$ cat config.mk
export PLATFORM = sky130hd
export DESIGN_NAME = sc_level_advance_ctrl
export DESIGN_NICKNAME = d
export VERILOG_FILES = /design/src/rtl/sc_level_pkg.sv /design/src/rtl/sc_level_event_counter.sv /design/src/rtl/sc_level_advance_ctrl.sv
export SDC_FILE = /design/constraint.sdc
export NUM_CORES = 1
export LEC_CHECK = 0
export CORE_ASPECT_RATIO = 0.8
export CORE_MARGIN = 2
export CORE_UTILIZATION = 45
export DETAILED_ROUTE_END_ITERATION = 8
export PLACE_DENSITY = 0.69
export SLEW_MARGIN = 30
export SYNTH_ARGS = -nofsm -noshare
export SYNTH_HDL_FRONTEND = slang
export SYNTH_SLANG_ARGS = --single-unit
$ cat constraint.sdc
create_clock -name SC_RegNIVEL_CLOCK_50 -period 2.3 [get_ports SC_RegNIVEL_CLOCK_50]
set_clock_uncertainty 0.05 [all_clocks]
set_input_delay 0.23 -clock SC_RegNIVEL_CLOCK_50 [delete_from_list [all_inputs] [get_ports SC_RegNIVEL_CLOCK_50]]
set_output_delay 0.23 -clock SC_RegNIVEL_CLOCK_50 [all_outputs]
set_load 0.005 [all_outputs]
$ cat src/rtl/sc_level_pkg.sv
// Shared definitions for the level-advance controller.
//   state_e             : controller state encoding (3-bit, fixed values)
//   DefEventsPerLevel   : default events needed for one level advance
//   DefMaxLevel         : default terminal level
//   DefAckTimeout       : default WAIT_ACK cycles before ERROR
package sc_level_pkg;

    typedef enum logic [2:0] {
        StIdle    = 3'd0,
        StClear   = 3'd1,
        StRun     = 3'd2,
        StAdvance = 3'd3,
        StWaitAck = 3'd4,
        StMaxed   = 3'd5,
        StError   = 3'd6
    } state_e;

    localparam int unsigned DefEventsPerLevel = 5;
    localparam int unsigned DefMaxLevel       = 3;
    localparam int unsigned DefAckTimeout     = 4;

endpackage

$ cat src/rtl/sc_level_event_counter.sv
// Saturating event counter with synchronous load-0 / load-1 and increment enable.
// Priority: load0_i > load1_i > inc_i. Holds at all-ones instead of wrapping.
// Ports:
//   clk_i    : clock
//   rst_i    : asynchronous active-high reset (count -> 0)
//   load0_i  : synchronous load of 0
//   load1_i  : synchronous load of 1
//   inc_i    : increment by one, saturating
//   count_o  : current count
module sc_level_event_counter #(
    parameter int unsigned Width = 4
) (
    input  logic             clk_i,
    input  logic             rst_i,
    input  logic             load0_i,
    input  logic             load1_i,
    input  logic             inc_i,
    output logic [Width-1:0] count_o
);

    logic [Width-1:0] count_d, count_q;

    always_comb begin
        count_d = count_q;
        if (load0_i) begin
            count_d = '0;
        end else if (load1_i) begin
            count_d = Width'(1);
        end else if (inc_i && (count_q != '1)) begin
            count_d = count_q + Width'(1);
        end
    end

    always_ff @(posedge clk_i or posedge rst_i) begin
        if (rst_i) begin
            count_q <= '0;
        end else begin
            count_q <= count_d;
        end
    end

    assign count_o = count_q;

endmodule

$ cat src/rtl/sc_level_advance_ctrl.sv
// Initiator-side controller for the level register. Counts game events, issues one-cycle
// active-low clear / change-level strobes to the register and confirms each advance by
// reading the register's level bus back. Reports win (MAXED) and handshake error (ERROR).
// Optional feature: define SC_LVLCTRL_SKIP_EN to add SC_LvlCtrl_skip_InLow, which forces
// an advance from RUN regardless of the event count.
// Ports:
//   SC_RegNIVEL_CLOCK_50            : system clock
//   SC_RegNIVEL_RESET_InHigh        : asynchronous active-high reset
//   SC_LvlCtrl_start_InLow          : new-game request (active low, per cycle)
//   SC_LvlCtrl_skip_InLow           : forced advance request (only with SC_LVLCTRL_SKIP_EN)
//   SC_LvlCtrl_event_InLow          : one event per low cycle
//   SC_LvlCtrl_level_InBUS          : level register read-back
//   SC_LvlCtrl_clear_OutLow         : register clear strobe, low only in CLEAR
//   SC_LvlCtrl_change_level_OutLow  : register advance strobe, low only in ADVANCE
//   SC_LvlCtrl_events_OutBUS        : current event count
//   SC_LvlCtrl_win_OutHigh          : high in MAXED
//   SC_LvlCtrl_error_OutHigh        : high in ERROR
module sc_level_advance_ctrl
    import sc_level_pkg::*;
#(
    parameter int unsigned LEVEL_DATAWIDTH  = 2,
    parameter int unsigned EVENT_CNT_WIDTH  = 4,
    parameter int unsigned EVENTS_PER_LEVEL = DefEventsPerLevel,
    parameter int unsigned MAX_LEVEL        = DefMaxLevel,
    parameter int unsigned ACK_TIMEOUT      = DefAckTimeout
) (
    input  logic                       SC_RegNIVEL_CLOCK_50,
    input  logic                       SC_RegNIVEL_RESET_InHigh,
    input  logic                       SC_LvlCtrl_start_InLow,
`ifdef SC_LVLCTRL_SKIP_EN
    input  logic                       SC_LvlCtrl_skip_InLow,
`endif
    input  logic                       SC_LvlCtrl_event_InLow,
    input  logic [LEVEL_DATAWIDTH-1:0] SC_LvlCtrl_level_InBUS,
    output logic                       SC_LvlCtrl_clear_OutLow,
    output logic                       SC_LvlCtrl_change_level_OutLow,
    output logic [EVENT_CNT_WIDTH-1:0] SC_LvlCtrl_events_OutBUS,
    output logic                       SC_LvlCtrl_win_OutHigh,
    output logic                       SC_LvlCtrl_error_OutHigh
);

    localparam int unsigned TimeoutW = $clog2(ACK_TIMEOUT + 1);

    state_e                     state_d, state_q;
    logic [LEVEL_DATAWIDTH-1:0] expected_d, expected_q;
    logic [TimeoutW-1:0]        timeout_d, timeout_q;
    logic [EVENT_CNT_WIDTH-1:0] count;

    logic start_req, event_req, skip_req;
    logic level_at_max, count_at_thr;
    logic cnt_load0, cnt_load1, cnt_inc;

    assign start_req = ~SC_LvlCtrl_start_InLow;
    assign event_req = ~SC_LvlCtrl_event_InLow;
`ifdef SC_LVLCTRL_SKIP_EN
    assign skip_req  = ~SC_LvlCtrl_skip_InLow;
`else
    assign skip_req  = 1'b0;
`endif

    // Compare at 32 bits so parameter values wider than the buses are not truncated.
    assign level_at_max = (32'(SC_LvlCtrl_level_InBUS) >= MAX_LEVEL);
    assign count_at_thr = (32'(count) >= EVENTS_PER_LEVEL);

    sc_level_event_counter #(
        .Width (EVENT_CNT_WIDTH)
    ) u_event_counter (
        .clk_i   (SC_RegNIVEL_CLOCK_50),
        .rst_i   (SC_RegNIVEL_RESET_InHigh),
        .load0_i (cnt_load0),
        .load1_i (cnt_load1),
        .inc_i   (cnt_inc),
        .count_o (count)
    );

    always_comb begin
        state_d    = state_q;
        expected_d = expected_q;
        timeout_d  = timeout_q;
        cnt_load0  = 1'b0;
        cnt_load1  = 1'b0;
        cnt_inc    = 1'b0;

        // A start request outranks everything except an ongoing CLEAR.
        if (start_req && (state_q != StClear)) begin
            state_d = StClear;
        end else begin
            unique case (state_q)
                StIdle: begin
                end
                StClear: begin
                    cnt_load0 = 1'b1;
                    state_d   = StRun;
                end
                StRun: begin
                    if (level_at_max) begin
                        state_d = StMaxed;
                    end else if (skip_req) begin
                        cnt_load0 = 1'b1;
                        state_d   = StAdvance;
                    end else if (count_at_thr) begin
                        // The event on the advancing cycle starts the next level's count.
                        cnt_load1 = event_req;
                        cnt_load0 = ~event_req;
                        state_d   = StAdvance;
                    end else begin
                        cnt_inc = event_req;
                    end
                end
                StAdvance: begin
                    expected_d = SC_LvlCtrl_level_InBUS + LEVEL_DATAWIDTH'(1);
                    timeout_d  = '0;
                    cnt_inc    = event_req;
                    state_d    = StWaitAck;
                end
                StWaitAck: begin
                    cnt_inc = event_req;
                    if (SC_LvlCtrl_level_InBUS == expected_q) begin
                        state_d = StRun;
                    end else begin
                        timeout_d = timeout_q + TimeoutW'(1);
                        if (32'(timeout_d) >= ACK_TIMEOUT) begin
                            state_d = StError;
                        end
                    end
                end
                default: begin
                    // MAXED and ERROR hold until a start request.
                end
            endcase
        end
    end

    always_ff @(posedge SC_RegNIVEL_CLOCK_50 or posedge SC_RegNIVEL_RESET_InHigh) begin
        if (SC_RegNIVEL_RESET_InHigh) begin
            state_q    <= StIdle;
            expected_q <= '0;
            timeout_q  <= '0;
        end else begin
            state_q    <= state_d;
            expected_q <= expected_d;
            timeout_q  <= timeout_d;
        end
    end

    // Moore outputs decoded from the state register only.
    assign SC_LvlCtrl_clear_OutLow        = (state_q != StClear);
    assign SC_LvlCtrl_change_level_OutLow = (state_q != StAdvance);
    assign SC_LvlCtrl_win_OutHigh         = (state_q == StMaxed);
    assign SC_LvlCtrl_error_OutHigh       = (state_q == StError);
    assign SC_LvlCtrl_events_OutBUS       = count;

endmodule

# After elaboration in Yosys (flattened, before gate mapping)
# Index checks and enable logic that the tools add are counted.
# op_classes
n_addsub	3
mul	0
n_div	0
order_cmp	3
eq_ne	13
n_shift	0
n_mux	23
n_bitwise	3
n_reduce_logical	9
# ops
operator	count
3-bit 2-to-1 mux	6
4-bit 2-to-1 mux	3
4-bit inequality test, second input constant	3
3-bit case mux with 4 select lines	1
1-bit 2-to-1 mux	10
3-bit == test, second input constant	3
3-bit by 2-bit == test with 1-bit output, second input constant	2
3-bit case mux with 2 select lines	1
3-bit AND reduction	2
5-bit nonzero test	1
4-bit by 1-bit adder with 4-bit output, second input constant	1
4-bit by 3-bit greater-or-equal comparator with 1-bit output, second input constant	1
1-bit case mux with 2 select lines	2
3-bit by 1-bit adder with 3-bit output, second input constant	1
3-bit by 1-bit == test with 1-bit output, second input constant	1
3-bit greater-or-equal comparator, second input constant	1
3-bit by 1-bit inequality test with 1-bit output, second input constant	1
3-bit by 2-bit inequality test with 1-bit output, second input constant	1
1-bit NOT	3
3-bit nonzero test	1
2-bit by 1-bit adder with 2-bit output, second input constant	1
2-bit == test	1
2-bit greater-or-equal comparator, second input constant	1
1-bit logical AND	2
other kinds (4)	4
# totals
ff_bits	12
latch_bits	0
ramBits	0
mem_bits_ro	0
input_bits	6
word_cells	58
memories	0

# Depth between registers and ports, before layout
# Gate-level depths: netlist (run 1).
# logic_depth
depth_word	9
mapped_depth	7

# By module
# Synthesis (run 1) repeated with hierarchy kept, for this count alone.
# unflattened
hier_cells	83
hier_area_um2	770.7
# modules_own_cells
mod	instances	cells_per_inst	area_each_um2
sc_level_advance_ctrl	1	61	546.8
sc_level_event_counter	1	22	224.0

# Worst setup path after synthesis (run 1)
# Ideal clock, no wire load.
# synth_timing
path_kind	reg-to-reg
start	reg state_q[2]
end	reg u_event_counter.count_q[2] (netlist: u_event_counter.count_o[2])
setup_ps	120
arrival_time_ps	1679
required_time_ps	2130
setup_slack_ps	451
stages_incl_launch_ff	7
n_path_buf	1
period_less_slack_ps	1849
cell_sequence	dfrtp_1 > buf_6 > nor4b_4 > o211ai_2 > a311oi_4 > a2111oi_0 > a31o_1
# synth_via
elab_chain_cells	6
# synth_lines
item	line_no	text
start: declaration	sc_level_advance_ctrl.sv:44	state_e state_d, state_q;
start signal: assignment	sc_level_advance_ctrl.sv:136	state_q <= StIdle;
start signal: assignment	sc_level_advance_ctrl.sv:140	state_q <= state_d;
3-bit == test or 3-bit by 2-bit == test with 1-bit output (tied branches)	sc_level_advance_ctrl.sv:88	unique case (state_q)
2-bit OR reduction (no source line)	--	
1-bit case mux with 2 select lines	sc_level_advance_ctrl.sv:88	
1-bit 2-to-1 mux	sc_level_advance_ctrl.sv:85	if (start_req && (state_q != StClear)) begin
1-bit logical AND	sc_level_event_counter.sv:29	end else if (inc_i && (count_q != '1)) begin
3-bit nonzero test (no source line)	--	
end signal: assignment	sc_level_event_counter.sv:38	count_q <= count_d;
end: declaration	sc_level_event_counter.sv:21	logic [Width-1:0] count_d, count_q;
# Parallel ways exist; a longest one is shown, timed or not.
# A chain may end at the register's enable or synchronous reset.

# Final worst setup path (run 1)
# layout_timing
start	in SC_LvlCtrl_level_InBUS[0]
end	reg u_event_counter.count_q[2] (netlist: u_event_counter.count_o[2])
# layout_via
elab_chain_cells	6
# layout_lines
item	line_no	text
start: declaration	sc_level_advance_ctrl.sv:34	input logic [LEVEL_DATAWIDTH-1:0] SC_LvlCtrl_level_InBUS,
2-bit greater-or-equal comparator (*)	sc_level_advance_ctrl.sv:62	assign level_at_max = (32'(SC_LvlCtrl_level_InBUS) >= MAX_LEVEL);
1-bit 2-to-1 mux	sc_level_advance_ctrl.sv:96	if (level_at_max) begin
1-bit case mux with 2 select lines or 1-bit 2-to-1 mux (tied branches)	sc_level_advance_ctrl.sv:88	
1-bit 2-to-1 mux	sc_level_advance_ctrl.sv:85	
1-bit logical AND or 4-bit 2-to-1 mux (tied branches)	sc_level_event_counter.sv:29, sc_level_event_counter.sv:27	
3-bit nonzero test (no source line) or 4-bit 2-to-1 mux (tied branches)	--	
# Mark *: on every way between the ends. The rest lies on a longest branch, timed or not.

==> impl_metrics.py, run 1 <==
metrics = {
    "status": {
        "status": "finished clean",
    },
    "synthesis": {
        "synth_xor_area_frac": 0.0419,
        "synthFlopType": "dfrtp_1",
        "synth.area.mux_share": 0.0613,
        "synth_common_cells": "dfrtp_1, nand2_1, inv_1, ha_1, nor2_1",
        "syn_area_sq_um": 837,
        "synth_top_family_by_area": "simple AND/OR/NAND/NOR gates",
        "async_reset_ff_frac": 1.00,
        "synth-simple-area-share": 0.211,
        "synth_compound_area_frac": 0.194,
        "syn_area_per_cell_sq_um": 10.1,
        "yosysTopAreaCell": "dfrtp_1",
        "yosysMostFrequentCell": "dfrtp_1",
        "yosys-top-cells-area": "dfrtp_1, ha_1, mux2i_1",
        "ys_seq_elements": 12,
        "synth_top_area_share": 0.359,
        "synth-edff-count": 0,
        "yosysUniqueCellTypes": 41,
        "synth_nets": 94,
        "yosysWarnings": 0,
        "seq_area_frac_synth": 0.359,
        "synthAdderAreaFrac": 0.0747,
        "synthCells": 83,
    },
    "sta": {
        "rsz0062_at_grt": "false",
        "slew_headroom": 0.678,
        "final.setup.tns_ns": 0,
        "finalCriticalPeriod_ns": 2.08,
        "layout_setup_ws_ns": 0.217,
        "fmax_mhz": 480,
        "post-route-period-util": 0.905,
        "drv_slew": 0,
        "final_hold_viol_count": 0,
        "setup_viol": 0,
        "worstMarginPinSlew_ns": 0.482,
    },
    "place": {
        "hpwl_um": 1240,
        "dp_slack_ns": -0.0539,
        "place_area_sq_mm": 0.00101,
        "routabilityCongestion": 0.818,
        "port_buffers": 13,
    },
    "clock_tree": {
        "cts_buffer_depth": 2,
        "cts_tree": "yes",
        "numClockSinks": 12,
        "cts_buffers": 3,
        "post_cts_buffers": 0,
        "cts_resized": 0,
        "root_buffer": "clkbuf_4",
        "postCtsHoldBufs": 0,
        "path_clk_slew_ns": 0.08,
        "htreeDepth": 1,
        "clock_latency_ns": 0.28,
    },
    "power": {
        "power_density_mw_per_mm2": 1010,
        "pwr-share-clk": 0.165,
        "p_seq_frac": 0.353,
        "ir_drop_mv": 0.513,
        "internal-power_uw": 643,
        "swShare": 0.392,
        "p_sw_uw": 414,
        "power_frac_comb": 0.483,
        "leakage_nw": 0.454,
        "power.total_mw": 1.06,
    },
    "floorplan": {
        "core_region_area_sq_mm": 0.00169,
        "die_w_um": 52.2,
        "fp.dieH_um": 42.6,
        "row_count": 13,
        "ios": 14,
        "start_util": 0.495,
        "die_area_sq_mm": 0.00222,
    },
    "layout": {
        "diodes": 0,
        "utilization": 0.618,
        "syn2layout_area_growth_pct": 25.0,
        "nNetsFinal": 114,
        "stdcell_area_sq_mm": 0.00105,
        "drive_gt1_frac": 0.176,
    },
    "setup_path": {
        "start_kind": "input port",
        "cp_data_arrival_time_ns": 2.21,
        "path_class": "in2reg",
        "critPathMaxFanout": 6,
        "crit_path_end_kind": "register",
        "crit_required_ns": 2.43,
        "r2r_slack_ns": 0.26,
        "r2r_cells": 7,
    },
    "global_route": {
        "grt_antenna_before_repair": 0,
        "grt_pass1_wl_um": 2820,
        "grt_pass1_vias": 621,
        "grt_start_max_net_pins": 13,
        "grt_use_total": 0.176,
        "grt.overflow.total": 0,
    },
    "drt": {
        "vias": 669,
        "wl_um": 1630,
        "drtIter0Drc": 14,
        "drt-pass1-iter-count": 4,
        "routedWlPerCell_um": 13.1,
        "drc": 0,
        "viasPerCell": 5.40,
        "ant_nets": 0,
    },
    "run": {
        "maxCapViolations": 0,
    },
    "min_path": {
        "hp-class": "in2async",
    },
}
-- state kept, by name (all words and copies together), names as in the netlist --
register / flops
timeout_q: 3
state_q: 3
expected_q: 2
u_event_counter.count_o: 4
-- cell families after synthesis --
logic type,count (synthesis)
flops,12
buf+inv,10
mux,5
fa+ha+maj,5
compound gates,19
simple gates,28
xor+xnor,4
-- worst paths after layout --
path                                                      end                  startpoint
worst max-delay path               u_event_counter.count_o[2]   SC_LvlCtrl_level_InBUS[0]
worst min-delay path                             timeout_q[1]    SC_RegNIVEL_RESET_InHigh
worst max register to register     u_event_counter.count_o[2]  u_event_counter.count_o[1]
worst min register to register                   timeout_q[1]                timeout_q[1]
max in group asynchronous          u_event_counter.count_o[2]    SC_RegNIVEL_RESET_InHigh
min in group SC_RegNIVEL_CLOCK_50                timeout_q[1]                timeout_q[1]
-- critical path, cell delays in order --
cell             delay (ns)
clkdlybuf4s50_1        0.43
ha_1                   0.26
nor4b_4                0.31
o211ai_2               0.16
a311oi_4               0.43
a2111oi_0              0.18
a31o_1                 0.21
-- cell type report --
type | instances | area (sq um)
clock buffer | 4 | 36.3
multi-input combinational | 61 | 488
inverter | 7 | 26.3
tap | 22 | 27.5
fill | 135 | 646
sequential | 12 | 300
timing repair buffer | 18 | 168
-- routing by layer --
| layer | routed length [um] | track usage | vias up |
|---|---|---|---|
| met5 | 0 | 0 | - |
| met4 | 30 | 0.0769 | 0 |
| met3 | 81 | 0.0536 | 4 |
| met2 | 739 | 0.266 | 18 |
| met1 | 773 | 0.231 | 310 |
| li1 | - | - | 337 |
-- power groups by stage --
stage	clock network, mW	logic [mW]	registers [mW]
after CTS	0.178	0.512	0.373
final	0.174	0.510	0.373
after floorplan	0	0.395	0.331
after global routing	0.191	0.571	0.388
after global placement	0	0.505	0.371
after detailed placement	0	0.510	0.377
-- layout by cell type (no fill, tap or decap), types with 2 or more instances in the layout --
cell type / synthesis / layout
ha_1: 5 / 5
clkbuf_4: 0 / 3
o21ai_1: 2 / 2
nor3b_1: 2 / 2
nand2_1: 8 / 8
nor2b_1: 2 / 2
buf_4: 1 / 5
clkdlybuf4s50_1: 0 / 13
dfrtp_1: 12 / 12
xnor2_1: 3 / 3
o21ai_0: 4 / 4
nor2_1: 5 / 5
mux2i_1: 4 / 4
inv_1: 6 / 6
-- per-stage QoR --
step                instances  hold WS [ns]
CTS                       124         0.219
global placement          120         0.428
floorplan                  83        0.0447
finish                    124         0.209
detailed placement        120         0.453
global route              124         0.251
(Power assumes the default switching activity.)
==> run 2: changes to the inputs <==
Settings changed: PLACE_DENSITY 0.69 to 0.75.
==> impl_metrics.py, run 2 (synthesized netlist as in run 1, its figures left out) <==
metrics = {
    "status": {
        "status": "finished clean",
    },
    "setup_path": {
        "path_buf_inv": 2,
        "critical_path.top_delay_family": "simple AND/OR/NAND/NOR gates",
        "cp-startpoint": "state_q[1]",
        "cp_data_arrival_time_ns": 1.86,
        "start_kind": "register",
        "crit_path_end_kind": "output port",
        "critPathMaxFanout": 9,
        "worstPathCellList": "nor2b_1 -> and2_1 -> inv_2 -> clkdlybuf4s50_1",
        "rr_startpoint": "state_q[1]",
        "crit_path_top_delay_cell": "dfrtp_1",
        "cp_slowest_stage_delay_ns": 0.52,
        "crit_required_ns": 2.02,
        "path_class": "reg2out",
        "r2r_slack_ns": 0.25,
    },
    "power": {
        "power.total_mw": 1.01,
        "ir_drop_mv": 0.585,
        "leakage_nw": 0.434,
        "pwr-share-clk": 0.130,
        "power_frac_comb": 0.499,
        "power_density_mw_per_mm2": 991,
        "p_seq_frac": 0.371,
        "p_sw_uw": 406,
        "internal-power_uw": 601,
        "swShare": 0.403,
    },
    "layout": {
        "nNetsFinal": 111,
        "largest_reg_flops": 4,
        "layout_common_cells": "clkdlybuf4s50_1, dfrtp_1, nand2_1",
        "final_cells": 120,
        "syn2layout_area_growth_pct": 21.4,
        "final_common_cell": "clkdlybuf4s50_1",
        "final.fill_count": 156,
        "diodes": 0,
        "drive_gt1_frac": 0.143,
    },
    "floorplan": {
        "die_area_sq_mm": 0.00222,
        "row_count": 13,
        "fp.dieH_um": 42.6,
        "ios": 14,
        "start_util": 0.495,
        "core_region_area_sq_mm": 0.00169,
        "die_w_um": 52.2,
    },
    "clock_tree": {
        "numClockSinks": 12,
        "htreeDepth": 1,
        "cts_tree": "yes",
        "clock_latency_ns": 0.28,
        "post_cts_buffers": 0,
        "cts_buffer_depth": 2,
        "cts_buffers": 3,
        "path_clk_slew_ns": 0.08,
        "root_buffer": "clkbuf_4",
    },
    "sta": {
        "final_hold_viol_count": 0,
        "fmax_mhz": 468,
        "post-route-period-util": 0.929,
        "rsz0062_at_grt": "false",
        "drv_slew": 0,
        "fin_hold_ws_ns": 0.203,
        "finalCriticalPeriod_ns": 2.14,
        "slew_headroom": 0.690,
        "setup_viol": 0,
        "worstMarginPinSlew_ns": 0.465,
    },
    "place": {
        "routabilityCongestion": 0.814,
        "port_buffers": 13,
        "hpwl_um": 1200,
        "placed_cells": 117,
    },
    "drt": {
        "routedWlPerCell_um": 13.0,
        "drt-pass1-iter-count": 4,
        "vias": 650,
        "ant_nets": 0,
        "wl_um": 1560,
        "drc": 0,
        "viasPerCell": 5.42,
        "drtIter0Drc": 4,
    },
    "global_route": {
        "grt.overflow.total": 0,
        "grt_start_max_net_pins": 13,
        "grt_antenna_before_repair": 0,
        "grt_pass1_wl_um": 2730,
        "grt_use_total": 0.170,
        "grt_pass1_vias": 594,
    },
    "min_path": {
        "hp-class": "in2async",
    },
    "run": {
        "maxCapViolations": 0,
    },
}
run 2: changes by cell type in the layout (fill, tap and decap cells not counted):
cell      delta
nor3b_2      -1
clkbuf_8     -1
nor3b_4      +1
buf_4        -3
run 2: worst reg2reg max path, delay by kind of cell, from the launching register on:
family,cells,cell delay (ns)
AOI/OAI and AO/OA,3,0.76
buffers and inverters,1,0.08
DFF,1,0.52
and+or+nand+nor,2,0.54
run 2: final cells by class:
| cell class | count | area (sq um) | area share |
|---|---|---|---|
| tap | 22 | 27.5 | 0.0271 |
| clock buffer | 3 | 22.5 | 0.0222 |
| inverter | 7 | 26.3 | 0.0259 |
| multi-input combinational | 61 | 494 | 0.486 |
| sequential | 12 | 300 | 0.296 |
| timing repair buffer | 15 | 145 | 0.143 |
run 2: final timing paths:
check | end | cells past startpoint
min in group SC_RegNIVEL_CLOCK_50 | timeout_q[0] | 1
min | u_event_counter.count_o[1] | 2
min reg2reg | timeout_q[0] | 1
max in group asynchronous | expected_q[0] | 2
max reg2reg | u_event_counter.count_o[2] | 6
max | SC_LvlCtrl_change_level_OutLow | 4
run 2: routing by layer:
metal  track usage  share of wire
met1         0.227           0.50
met2         0.256           0.44
met3        0.0536          0.051
met4        0.0615          0.014
met5             0              0
run 2: power by group through the flow:
stage	combinational, mW	clock (mW)	sequential, mW
floorplan	0.395	0	0.331
global placement	0.486	0	0.369
detailed placement	0.491	0	0.373
CTS	0.494	0.136	0.368
global route	0.558	0.145	0.391
finish	0.502	0.131	0.374
run 2: metrics by stage:
stage / utilization / setup slack (ns) / area, sq um / setup TNS, ns
global placement: 0.584 / 0.0183 / 987 / 0
finish: 0.601 / 0.163 / 1020 / 0
global route: 0.601 / 0.00772 / 1020 / 0
detailed placement: 0.584 / -0.0648 / 987 / -0.141
floorplan: - / 0.451 / 837 / 0
CTS: 0.597 / 0.151 / 1010 / 0
run 2: timing repair:
item	in CTS	in global routing
endpoints found under the setup margin	0	1
hold buffers	0	0
gates resized for setup	0	1
==> run 3: changes to the inputs <==
Settings changed: CTS_CLUSTER_DIAMETER from default to 80.
==> results of run 3 <==
Same layout as run 2: the final DEF is identical, and so are final timing and power.
